`src/rtl/zynet_pkg.sv`:
```
// zynet_pkg: shared types and helpers for the layer serializer slice
package zynet_pkg;
    typedef enum logic {SER_IDLE, SER_SHIFT} ser_state_t;
    localparam int DATA_WIDTH_DEF = 16;
    function automatic int cnt_w(input int n);
        return $clog2(n + 1);
    endfunction
endpackage

```
`src/rtl/layer_shift_reg.sv`:
```
// layer_shift_reg: parallel-load, shift-down word register; q0 is the lowest word
module layer_shift_reg #(
    parameter int numNeuron = 30,
    parameter int dataWidth = 16
) (
    input  logic                           clk,
    input  logic                           load,
    input  logic                           shift,
    input  logic [numNeuron*dataWidth-1:0] d,
    output logic [dataWidth-1:0]           q0
);
    logic [numNeuron*dataWidth-1:0] mem;
    always_ff @(posedge clk) begin
        if (load) mem <= d;
        else if (shift) mem <= mem >> dataWidth;
    end
    assign q0 = mem[dataWidth-1:0];
endmodule

```
`src/rtl/layer_serializer.sv`:
```
// layer_serializer: captures a layer's parallel outputs and emits them one word per cycle
// Optional sticky overrun detection is enabled with LAYER_SER_OVERRUN_EN.
module layer_serializer
    import zynet_pkg::*;
#(
    parameter int numNeuron = 30,
    parameter int dataWidth = DATA_WIDTH_DEF
) (
    input  logic                           clk,
    input  logic                           rst,
    input  logic [numNeuron-1:0]           x_valid,
    input  logic [numNeuron*dataWidth-1:0] x_in,
    output logic [dataWidth-1:0]           data_out,
    output logic                           data_out_valid,
    output logic                           busy,
    output logic                           overrun
);
    localparam int CW = cnt_w(numNeuron);
    localparam logic [CW-1:0] LAST = CW'(numNeuron - 1);
    ser_state_t state;
    logic [CW-1:0] cnt;
    logic [dataWidth-1:0] q0;
    logic load, shift, valid_unused;
    assign valid_unused = ^x_valid;
    assign load = (state == SER_IDLE) && x_valid[0];
    assign shift = (state == SER_SHIFT);
    assign busy = (state == SER_SHIFT);
    // word 0 goes straight to data_out at capture, so the buffer holds words 1..n-1
    layer_shift_reg #(.numNeuron(numNeuron), .dataWidth(dataWidth)) u_sr (
        .clk   (clk),
        .load  (load),
        .shift (shift),
        .d     (x_in >> dataWidth),
        .q0    (q0)
    );
    always_ff @(posedge clk or negedge rst) begin
        if (!rst) begin
            state <= SER_IDLE;
            cnt <= '0;
            data_out <= '0;
            data_out_valid <= 1'b0;
        end else if (state == SER_IDLE) begin
            if (x_valid[0]) begin
                state <= SER_SHIFT;
                cnt <= '0;
                data_out <= x_in[dataWidth-1:0];
                data_out_valid <= 1'b1;
            end
        end else if (cnt == LAST) begin
            state <= SER_IDLE;
            data_out_valid <= 1'b0;
        end else begin
            data_out <= q0;
            cnt <= cnt + 1'b1;
        end
    end
`ifdef LAYER_SER_OVERRUN_EN
    always_ff @(posedge clk or negedge rst) begin
        if (!rst) overrun <= 1'b0;
        else if (state == SER_SHIFT && x_valid[0]) overrun <= 1'b1;
    end
`else
    assign overrun = 1'b0;
`endif
endmodule
```
`config.mk`:
```
export PLATFORM = sky130hd
export DESIGN_NAME = layer_serializer
export DESIGN_NICKNAME = d
export VERILOG_FILES = /design/src/rtl/zynet_pkg.sv /design/src/rtl/layer_shift_reg.sv /design/src/rtl/layer_serializer.sv
export SDC_FILE = /design/constraint.sdc
export NUM_CORES = 1
export LEC_CHECK = 0
export ABC_AREA = 0
export BUFFER_PORTS_ARGS = -buffer_cell sky130_fd_sc_hd__buf_2
export CORE_MARGIN = 2
export CORE_UTILIZATION = 35
export CTS_CLUSTER_SIZE = 20
export DETAILED_ROUTE_END_ITERATION = 10
export HOLD_SLACK_MARGIN = 0.06
export PLACE_DENSITY = 0.6
export SLEW_MARGIN = 5
export SYNTH_ARGS = -nofsm -noshare
export SYNTH_HDL_FRONTEND = slang
export SYNTH_SLANG_ARGS = --single-unit
export TNS_END_PERCENT = 20
```
`constraint.sdc`:
```
create_clock -name clk -period 10.06 [get_ports clk]
set_clock_uncertainty 0.2 [all_clocks]
set_input_delay 1.006 -clock clk [delete_from_list [all_inputs] [get_ports clk]]
set_output_delay 1.006 -clock clk [all_outputs]
set_load 0.1 [all_outputs]
```
* After elaboration in Yosys (flattened, before gate mapping)
Index checks and enable logic that the tools add are counted.
** Word-level totals
- Bits in registers :: 487
- Bits in latches :: 0
- Memory bits (writable) :: 0
- Memory bits (read-only) :: 0
- Input bits :: 512
- Output and inout bits :: 19
- Memories :: 0
** Operators by class
- $add $sub $neg :: 1
- Multipliers :: 0
- Divide/modulo/power cells :: 0
- Order comparisons :: 0
- Equality and inequality tests :: 3
- Shifts and indexed selects :: 0
- Muxes and demuxes :: 14
- Bitwise operators :: 1
- Reductions and logical operators :: 5
** Operators by type and width (number)
- 464-bit 2-to-1 mux :: 2
- 16-bit 2-to-1 mux :: 3
- 5-bit 2-to-1 mux :: 3
- 1-bit 2-to-1 mux :: 6
- 5-bit by 1-bit adder with 5-bit output (second input constant) :: 1
- 5-bit equality test (second input constant) :: 1
- 2-bit AND reduction :: 2
- 2-bit nonzero test :: 2
- 2-bit by 1-bit inequality test with 1-bit output (second input constant) :: 1
- 2-bit inequality test (second input constant) :: 1
- 1-bit logical AND :: 1
- 1-bit inverter :: 1

* Longest topological paths before layout
Gate-level depths: netlist of the first run.
- Depth after elaboration :: 3
- Mapped depth :: 6

* Hierarchy
From an unflattened synthesis of the first run, not the netlist that was laid out.
** Unflattened totals
- Cells, all modules :: 1117
- Area, all modules :: 21698.3 um^2
** By module, submodules not included
- layer_shift_reg :: times used 1, cells each 1031, area each 20546.0 um^2, seq. area each 14413.8 um^2
- layer_serializer :: times used 1, cells each 86, area each 1152.4 um^2, seq. area each 575.6 um^2

* Worst setup path before layout of the first run
OpenSTA, ideal clock, no wires.
- Path type :: register -> register
- Start point :: reg state (netlist: busy)
- End point :: reg u_sr.mem[0], enable pin
- Arrival :: 6.866 ns
- Path slack :: 2.356 ns
- Stages on the path, launching flop included :: 3
- Path buffers :: 1
- Clock period less this slack :: 7.704 ns
- Path through :: dfrtp_1 buf_2 or2_2
** On the way
- Longest elaborated chain between the ends :: 3
** RTL lines
- start: declaration :: line layer_serializer.sv:20 : ser_state_t state;
- start signal: assignment :: line layer_serializer.sv:38 : state <= SER_IDLE;
- start signal: assignment :: line layer_serializer.sv:44 : state <= SER_SHIFT;
- start signal: assignment :: line layer_serializer.sv:50 : state <= SER_IDLE;
- 1-bit inverter
- 1-bit logical AND :: line layer_serializer.sv:25 : assign load = (state == SER_IDLE) && x_valid[0];
- 2-bit nonzero test (no line) *
- end signal: assignment :: line layer_shift_reg.sv:15 : else if (shift) mem <= mem >> dataWidth;
- end: declaration :: line layer_shift_reg.sv:12 : logic [numNeuron*dataWidth-1:0] mem;
Mark *: on every way between the ends. The rest lies on a longest branch, timed or not.
A chain may end at the register's enable or synchronous reset.

* Final worst setup path of the first run
- Start point :: reg state (netlist: busy)
- End point :: reg u_sr.mem[356], enable pin
The elaborated chain is that of the path after synthesis.

==> results of run 1 <==
metal layers:
metal	share of wire	routed length [um]	global-route usage	up-vias
met4	0.022	1030	0.0402	34
met3	0.099	4700	0.0577	104
li1	-	-	-	5184
met5	0.0042	198	0	-
met1	0.38	18300	0.172	5300
met2	0.49	23400	0.258	360
flip-flops by register name (all words and copies together) (netlist names):
| register | flops |
|---|---|
| data_out | 16 |
| data_out_valid | 1 |
| cnt | 5 |
| busy | 1 |
| u_sr.mem | 464 |
worst paths after layout:
check,endpoint,slack (ps)
min reg2reg,data_out[1],310
max in group asynchronous,cnt[2],9050
min in group clk,data_out[1],310
max reg2reg,u_sr.mem[356],5780
max,u_sr.mem[356],5780
min,data_out[1],220
area by class of cell:
cell class | count | area share
timing repair buffer | 507 | 0.103
clock buffer | 67 | 0.0551
clock inverter | 23 | 0.00576
inverter | 4 | 0.000591
tap | 773 | 0.0381
sequential | 487 | 0.571
multi-input combinational | 518 | 0.226
antenna | 9 | 0.000887
power breakdown:
group | switching [mW] | internal [mW] | total (mW)
clock network | 0.776 | 1.00 | 1.78
logic | 0.673 | 0.759 | 1.43
registers | 0.258 | 3.28 | 3.54
total | 1.71 | 5.04 | 6.75
cell usage in the layout (no fill, tap or decap), drive strengths merged, types with 3 or more instances in the layout:
master and count:
buf 507, mux2 481, edfxtp 464, clkbuf 67, dfrtp 23, clkinv 20
and2 16, diode 9, inv 5, nand3 3, o22ai 3
cell families after synthesis:
kind of cell | Yosys count | share of synthesized area
flops | 487 | 0.697
mux | 482 | 0.263
buf+inv | 61 | 0.0281
simple gates | 26 | 0.00763
compound gates | 5 | 0.00156
fa+ha+maj | 2 | 0.00120
xor+xnor | 2 | 0.000842
other cells | 1 | 0.000180
per-stage QoR:
step / instance area [sq um] / setup WS, ps
after floorplan: 20800 / 2360
after global placement: 23800 / 5720
after detailed placement: 23800 / 5680
after CTS: 25400 / 5690
after global routing: 25400 / 5450
final: 25400 / 5780
worst reg2reg max path, cell delays in order, from the launching register on:
cell and delay, ps:
dfrtp_1 1040, or2_4 870, buf_4 890, buf_12 710
==> results.cfg, run 1 <==
[synth]
yosysSeqAreaShare = 0.697
synthCells = 1066
async_reset_ff_frac = 0.0472
synthTopCellsByArea = edfxtp_1 67%, mux2_2 24%, dfrtp_1 2.8%
yosys_warnings = 0
synth_commonest_cells = 464 x edfxtp_1, 436 x mux2_2, 41 x buf_6
syn_area_per_cell_sq_um = 19.5
synth_edf_count = 464
ys.flop_type = edfxtp_1
ys_seq_elements = 487
yosysMostFrequentCell = edfxtp_1
synth_nets = 1580
synth_top_area_cell = edfxtp_1
synth_top_area_share = 0.669
netlist_area_sq_um = 20800
yosys.cell_types.count = 25

[timing]
rsz0062_at_grt = no
holdWs_ps = 224
slew_headroom = 0.167
setup_viol = 0
min_period_over_period = 0.425
slew_viol_final = 0
setup_tns_ps = 0
min_period_ps = 4280
hold_viol_final = 0
worst_pin_slew_ps = 1250
max_freq_ghz = 0.234

[cts]
clock_latency_ps = 590
cts_max_path_buffers = 3
root_buffer = clkbuf_16
cts.sinks = 487
cts.repair.resized = 0
cts_max_level = 2
cts_hold_buf = 0
clk_pin_slew_worst_paths_ps = 60
cts_buffers = 53
cts_tree = yes
postCtsSetupRepairBufs = 0

[status]
outcome = finished clean

[final_layout]
drive_gt1_frac = 0.641
instances_no_fill = 2388
fin_nets = 2085
fin_util = 0.431
multi_input_area_sq_um = 5730
area_growth_pct = 22.0
num-fill-cells = 5295
regArea_sq_um = 14500

[floorplan]
rows = 89
die_y_um = 248
design.portCount = 531
coreArea_sq_um = 58900
die_area_sq_um = 61400
start_util = 0.353
die_x_um = 248

[global_route]
grt_start_max_net_pins = 187
grt_usage = 0.149
grt_pass1_wl_um = 68600
antenna_found_initial = 25
grt_pass1_vias = 11400
grt_remaining_overflow = 0

[detailed_routing]
dr.pass1.iters = 4
wl_um = 47600
wl_per_cell_um = 19.9
drc_errors = 0
via_count = 11000
drtIter0Drc = 561
antenna_left = 0
via_per_inst = 4.60

[worst_setup_path]
path_cells = or2_4 -> buf_4 -> buf_12
path_depth = 3
reg2reg_depth = 3
cp_data_required_time_ps = 10060
cp_top_family = buffers and inverters
cp-start-kind = flip-flop
startpoint = busy
critical_path_buf_inv_count = 2
arrival_ps = 4280
worstPathMaxFanout = 163
worst-setup-path-type = reg2reg
max_stage_delay_ps = 1040
crit_path_top_delay_cell = dfrtp_1
endpoint_kind = flip-flop
r2r-start = busy

[placed_design]
dp_cells = 2289
dpl.hpwl_um = 33300
routabilityCongestion = 0.794
io_buffers = 500

[power_and_ir_drop]
p_per_area_nw_per_um2 = 266
vdd_drop_max_uv = 204
power_mw = 6.75
p_leak_nw = 11.0

[worst_hold_path]
hold_class = in2async

[run]
maxCapViolations = 0
Power figures use the tool's default switching activity.
==> inputs of run 2 (changes only) <==
--- a/config.mk
+++ b/config.mk
@@ -12,7 +12,7 @@
 export CTS_CLUSTER_SIZE = 20
 export DETAILED_ROUTE_END_ITERATION = 10
 export HOLD_SLACK_MARGIN = 0.06
-export PLACE_DENSITY = 0.6
+export PLACE_DENSITY = 0.62
 export SLEW_MARGIN = 5
 export SYNTH_ARGS = -nofsm -noshare
 export SYNTH_HDL_FRONTEND = slang
==> constraint.sdc (replaced) <==
create_clock -name clk -period 3.6 [get_ports clk]
set_clock_uncertainty 0.2 [all_clocks]
set_input_delay 0.36 -clock clk [delete_from_list [all_inputs] [get_ports clk]]
set_output_delay 0.36 -clock clk [all_outputs]
set_load 0.1 [all_outputs]
==> run 2 against run 1 <==
  * The flow now stops in clock tree synthesis (4_1_cts)
  * Synthesized area stayed put
  * Synthesized cell count stayed put
==> results.cfg, run 2 <==
[cts]
cts_max_level = 2
cts_buffers = 52
cts_max_path_buffers = 3
cts_hold_buf = 482
cts.sinks = 487
postCtsSetupRepairBufs = 0
root_buffer = clkbuf_16
cts.repair.resized = 0

[synth]
yosysSeqAreaShare = 0.697
yosys.cell_types.count = 25
netlist_area_sq_um = 20800
synthCells = 1066
synth_nets = 1580
async_reset_ff_frac = 0.0472
synthTopCellsByArea = edfxtp_1 67%, mux2_2 24%, dfrtp_1 2.8%
syn_area_per_cell_sq_um = 19.5
synth_top_area_share = 0.669
yosys_warnings = 0
yosysMostFrequentCell = edfxtp_1
synth_top_area_cell = edfxtp_1
ys.flop_type = edfxtp_1
ys_seq_elements = 487
synth_edf_count = 464
synth_commonest_cells = 464 x edfxtp_1, 436 x mux2_2, 41 x buf_6

[floorplan]
rows = 89
die_x_um = 248
start_util = 0.353
design.portCount = 531
die_y_um = 248

[placed_design]
routabilityCongestion = 0.823
dp_cells = 2310
io_buffers = 500
dpl.hpwl_um = 34600

[status]
lastStage = clock tree synthesis (4_1_cts)
outcome = stopped before the end
error_line = [ERROR RSZ-0060] Max buffer count reached.
-- run 2: cell counts after synthesis --
Identical to the previous run, type by type.
-- run 2: logic make-up after synthesis --
kind of cell	Yosys count	synth area share
flip-flops	487	0.697
AND/OR/NAND/NOR	26	0.00763
XOR/XNOR	2	0.000842
buffers and inverters	61	0.0281
AO/OA/AOI/OAI	5	0.00156
other	1	0.000180
adder cells (fa/ha/maj)	2	0.00120
multiplexers	482	0.263
-- run 2: per-stage QoR --
stage | setup WS [ps] | utilization | cell area [sq um]
floorplan | -1240 | - | 20800
detailed placement | 1090 | 0.408 | 24100
global placement | 1100 | 0.408 | 24100
==> inputs of run 3 (changes only) <==
--- a/config.mk
+++ b/config.mk
@@ -8,11 +8,9 @@
 export ABC_AREA = 0
 export BUFFER_PORTS_ARGS = -buffer_cell sky130_fd_sc_hd__buf_2
 export CORE_MARGIN = 2
-export CORE_UTILIZATION = 35
-export CTS_CLUSTER_SIZE = 20
+export CORE_UTILIZATION = 20
 export DETAILED_ROUTE_END_ITERATION = 10
-export HOLD_SLACK_MARGIN = 0.06
-export PLACE_DENSITY = 0.62
+export PLACE_DENSITY_LB_ADDON = 0.15
 export SLEW_MARGIN = 5
 export SYNTH_ARGS = -nofsm -noshare
 export SYNTH_HDL_FRONTEND = slang
==> constraint.sdc (replaced) <==
create_clock -name clk -period 4.7 [get_ports clk]
set_clock_uncertainty 0.2 [all_clocks]
set_input_delay 0.47 -clock clk [delete_from_list [all_inputs] [get_ports clk]]
set_output_delay 0.47 -clock clk [all_outputs]
set_load 0.1 [all_outputs]
==> run 3 against run 2 <==
  * The flow now finishes without violations
==> results.cfg, run 3 (same netlist as run 1, synthesis figures left out) <==
[global_route]
antenna_found_initial = 8
grt_usage = 0.110
grt_pass1_vias = 14700
grt_remaining_overflow = 0
grt_start_max_net_pins = 139
grt_pass1_wl_um = 89000

[worst_setup_path]
worst-setup-path-type = reg2reg
max_stage_delay_ps = 630
endpoint_kind = flip-flop
cp-start-kind = flip-flop
crit_path_top_delay_cell = dfrtp_4
cp_data_required_time_ps = 4840
path_cells = nor2b_4 -> buf_12 -> mux2_2
worstPathMaxFanout = 138
arrival_ps = 2810

[timing]
min_period_over_period = 0.569
slew_viol_final = 0
min_period_ps = 2680
max_freq_ghz = 0.374
hold_viol_final = 0
setup_tns_ps = 0
worst_pin_slew_ps = 916
slew_headroom = 0.389
setup_viol = 0
rsz0062_at_grt = no

[detailed_routing]
via_count = 13000
drc_errors = 0
wl_met2_um = 28700
wl_per_cell_um = 16.9
drtIter0Drc = 528
via_per_inst = 3.69
wl_met3_um = 3530
dr.pass1.iters = 4
wl_um = 59300
top_layer_used = met5
antenna_left = 0
wl_met1_um = 25600

[placed_design]
dp_cells = 2914
placed_area_sq_um = 24800
routabilityCongestion = 0.746
io_buffers = 500
dpl.hpwl_um = 41200

[final_layout]
reg_top3 = u_sr.mem: 464 flops, data_out: 16 flops, cnt: 5 flops
drive_gt1_frac = 0.501
fin_util = 0.306
final_area_sq_um = 31600
mostFrequentLayoutCell = buf_2
fin_nets = 2593
regMostFlops = u_sr.mem
final_cell_mix = 500 x buf_2, 476 x dlygate4sd3_1, 464 x edfxtp_1, 436 x mux2_2, 69 x clkbuf_16
area_growth_pct = 52.0
instances_no_fill = 3514
largest_register_ffs = 464

[cts]
postCtsSetupRepairBufs = 0
clock_latency_ps = 620
cts_max_path_buffers = 3
root_buffer = clkbuf_16
cts_max_level = 3
cts_buffers = 67
cts_tree = yes
cts.repair.resized = 0
clk_pin_slew_worst_paths_ps = 60
cts_hold_buf = 476
cts.sinks = 487

[power_and_ir_drop]
intPower_mw = 11.8
switching_power_mw = 4.12
power_frac_comb = 0.217
p_leak_nw = 13.3
p_per_area_nw_per_um2 = 504
power_mw = 16.0
vdd_drop_max_uv = 475
power_frac_clock = 0.304
p_seq_frac = 0.478
netSwitchingFraction = 0.258

[floorplan]
die_y_um = 327
design.portCount = 531
start_util = 0.201
rows = 118
die_area_sq_um = 107000
coreArea_sq_um = 103000
die_x_um = 327

[worst_hold_path]
hold_class = in2reg

[status]
outcome = finished clean

[run]
maxCapViolations = 0
-- run 3: worst paths after layout --
kind / start / endpoint / slack, ps / cells after the start
max: busy / u_sr.mem[248] / 2020 / 3
min: x_in[430] / u_sr.mem[414] / 30 / 2
max reg2reg: busy / u_sr.mem[248] / 2020 / 3
min reg2reg: data_out[7] / data_out[7] / 310 / 1
max in group asynchronous: rst / busy / 3590 / 2
min in group asynchronous: rst / data_out[11] / 220 / 2
-- run 3: critical path, delay by kind of cell, from the launching register on --
family / cells / cell delay, ps
buffers and inverters: 1 / 480
AND/OR/NAND/NOR: 1 / 360
multiplexers: 1 / 480
flip-flops: 1 / 630
-- run 3: metal layers --
metal | track usage | up-vias
li1 | - | 6239
met4 | 0.0349 | 6
met5 | 0 | -
met2 | 0.186 | 371
met3 | 0.0308 | 86
met1 | 0.135 | 6258
-- run 3: layout make-up --
type,instances,area (sq um)
flip-flops and latches,487,14500
multi-input cells,518,5730
clock buffers,93,1840
inverters,4,15.0
well taps,1380,1730
diodes,6,15.0
fillers,10500,71700
clock inverters,25,229
repair buffers,1001,7570
-- run 3: through the flow --
stage	setup slack, ps	hold slack, ps
floorplan	-138	-25.6
global placement	2030	290
detailed placement	2030	292
CTS	2030	0.170
global route	1940	11.5
finish	2020	28.3
-- run 3: power by group through the flow --
stage / Combinational, mW / Clock, mW / Sequential [mW]
floorplan: 1.98 / 0 / 7.89
global placement: 3.16 / 0 / 7.75
detailed placement: 3.19 / 0 / 7.77
CTS: 3.56 / 5.07 / 7.70
global route: 3.78 / 5.21 / 7.84
finish: 3.47 / 4.85 / 7.63
==> inputs of run 4 (changes only) <==
--- a/config.mk
+++ b/config.mk
@@ -5,7 +5,7 @@
 export SDC_FILE = /design/constraint.sdc
 export NUM_CORES = 1
 export LEC_CHECK = 0
-export ABC_AREA = 0
+export ABC_AREA = 1
 export BUFFER_PORTS_ARGS = -buffer_cell sky130_fd_sc_hd__buf_2
 export CORE_MARGIN = 2
 export CORE_UTILIZATION = 20
==> constraint.sdc (replaced) <==
create_clock -name clk -period 2.4 [get_ports clk]
set_clock_uncertainty 0.2 [all_clocks]
set_input_delay 0.24 -clock clk [delete_from_list [all_inputs] [get_ports clk]]
set_output_delay 0.24 -clock clk [all_outputs]
set_load 0.1 [all_outputs]
==> run 4 against run 3 <==
  * Register-to-register slack got worse by 1700 ps
  * Die area rose by 3.9%
  * Clock-buffer cell count fell by 18
  * Critical path type is now reg2out
  * Critical path depth fell by 1
  * Synthesized area rose by 3.9%
  * Combinational power rose by 100%
  * Power rose by 95%
  * Sequential power rose by 94%
  * Clock power rose by 91%
==> results.cfg, run 4 <==
[synth]
yosys.cell_types.count = 22
ys.flop_type = edfxtp_1
netlist_area_sq_um = 21600
synth_nets = 2681
synth_edf_count = 464
yosysSeqAreaShare = 0.671
syn_area_per_cell_sq_um = 9.98
synth_top_area_share = 0.644
ys_seq_elements = 487
synth_commonest_cells = 995 x nand2_1, 468 x nand3_1, 464 x edfxtp_1
synthTopCellsByArea = edfxtp_1 64%, nand2_1 17%, nand3_1 11%
yosysMostFrequentCell = nand2_1
async_reset_ff_frac = 0.0472
yosys_warnings = 0
synthCells = 2167
synth_top_area_cell = edfxtp_1

[worst_setup_path]
cp_data_required_time_ps = 1960
arrival_ps = 1780
worst-r2r-setup-slack_ps = 280
endpoint_kind = output pin
worst-setup-path-type = reg2out
worstPathMaxFanout = 21
cp-start-kind = flip-flop

[timing]
worst_pin_slew_ps = 1030
fin_ws_ps = 180
rsz0062_at_grt = no
holdWs_ps = 215
setup_tns_ps = 0
hold_viol_final = 0
min_period_ps = 2220
setup_viol = 0
min_period_over_period = 0.925
max_freq_ghz = 0.450
slew_viol_final = 0
slew_headroom = 0.313

[final_layout]
instances_no_fill = 4562
reg_top3 = u_sr.mem: 464 flops, data_out: 16 flops, cnt: 5 flops
largest_register_ffs = 464
fin_util = 0.305
final_cell_mix = 994 x nand2_1, 498 x buf_2, 486 x dlygate4sd3_1, 468 x nand3_1, 464 x edfxtp_1
drive_gt1_frac = 0.204
final_area_sq_um = 32700
mostFrequentLayoutCell = nand2_1
fin_nets = 3612
regMostFlops = u_sr.mem
area_growth_pct = 51.2

[global_route]
grt_usage = 0.139
grt_pass1_wl_um = 119000
use_met3 = 0.0259
use_met2 = 0.230
grt_pass1_vias = 19800
grt_start_max_net_pins = 187
grt_remaining_overflow = 0
top_usage_layer = met2
grt.met1_usage = 0.183
antenna_found_initial = 13

[placed_design]
dpl.hpwl_um = 52800
io_buffers = 500
dp_cells = 3951
placed_area_sq_um = 25800
dp_slack_ps = 503
routabilityCongestion = 0.817

[power_and_ir_drop]
p_per_area_nw_per_um2 = 952
power_mw = 31.1
p_leak_nw = 15.3
vdd_drop_max_uv = 493

[detailed_routing]
drtIter0Drc = 1034
via_per_inst = 4.10
via_count = 18700
wl_per_cell_um = 17.3
dr.pass1.iters = 6
drc_errors = 0
wl_um = 79000
antenna_left = 0

[floorplan]
die_y_um = 333
start_util = 0.202
coreArea_sq_um = 107000
rows = 120
die_area_sq_um = 111000
die_x_um = 333
design.portCount = 531

[cts]
clk_pin_slew_worst_paths_ps = 60
root_buffer = clkbuf_16
cts_max_path_buffers = 3
postCtsSetupRepairBufs = 0
cts_max_level = 2
clock_latency_ps = 650
cts.sinks = 487
cts_tree = yes
cts_buffers = 61

[status]
outcome = finished clean

[run]
maxCapViolations = 0

[worst_hold_path]
hold_class = in2reg
## run 4: cell count changes in the layout (fill, tap and decap cells not counted), moves of 16 or more
cell | previous run | this run
nor2_1 | 1 | 19
inv_1 | 4 | 22
mux2_2 | 436 | 0
nand3_1 | 3 | 468
buf_12 | 9 | 29
nand2_1 | 2 | 994
and2_1 | 16 | 0
mux2_1 | 30 | 0
## run 4: layout make-up
type	instances	area, sq um
fill	11400	74500
sequential	487	14500
timing repair buffer	1030	8070
multi-input combinational	1495	6260
tap	1403	1760
clock buffer	75	1640
clock inverter	41	360
inverter	23	93.8
antenna	8	20.0
## run 4: power by group
part,switching [mW],internal [mW]
clock,3.88,5.38
sequential,1.19,13.6
combinational,4.57,2.52
total,9.64,21.5
## run 4: layer usage
layer | wire [um] | vias to the layer above
li1 | - | 9211
met5 | 57 | -
met3 | 3900 | 105
met2 | 37300 | 520
met4 | 1880 | 10
met1 | 35800 | 8867
## run 4: what timing repair did
| item | in CTS | in global routing |
|---|---|---|
| gates resized for setup | 1 | 0 |
| setup endpoints to repair | 1 | 0 |
| hold buffers | 487 | 0 |
| hold endpoints to repair | 505 | 0 |
## run 4: final timing paths
path                              startpoint  depth (start not counted)             to
worst max-delay path                    busy                          2           busy
worst min-delay path               x_in[366]                          4  u_sr.mem[350]
worst max register to register          busy                          5   u_sr.mem[82]
worst min register to register  data_out[15]                          2   data_out[15]
max in group asynchronous                rst                          4           busy
min in group asynchronous                rst                          4    data_out[0]
## run 4: logic make-up (layout without fill, tap and decap cells)
kind of cell,count (synthesis),count (layout),synth area share
compound gates,1,1,0.000231
xor+xnor,1,1,0.000405
fa+ha+maj,2,2,0.00116
buf+inv,185,1169,0.0404
flops,487,487,0.671
other cells,1,9,0.000173
simple gates,1490,1490,0.287
## run 4: critical path, stage by stage (launching register included)
cell and delay (ps):
dfrtp_4 460, buf_4 300, buf_4 350
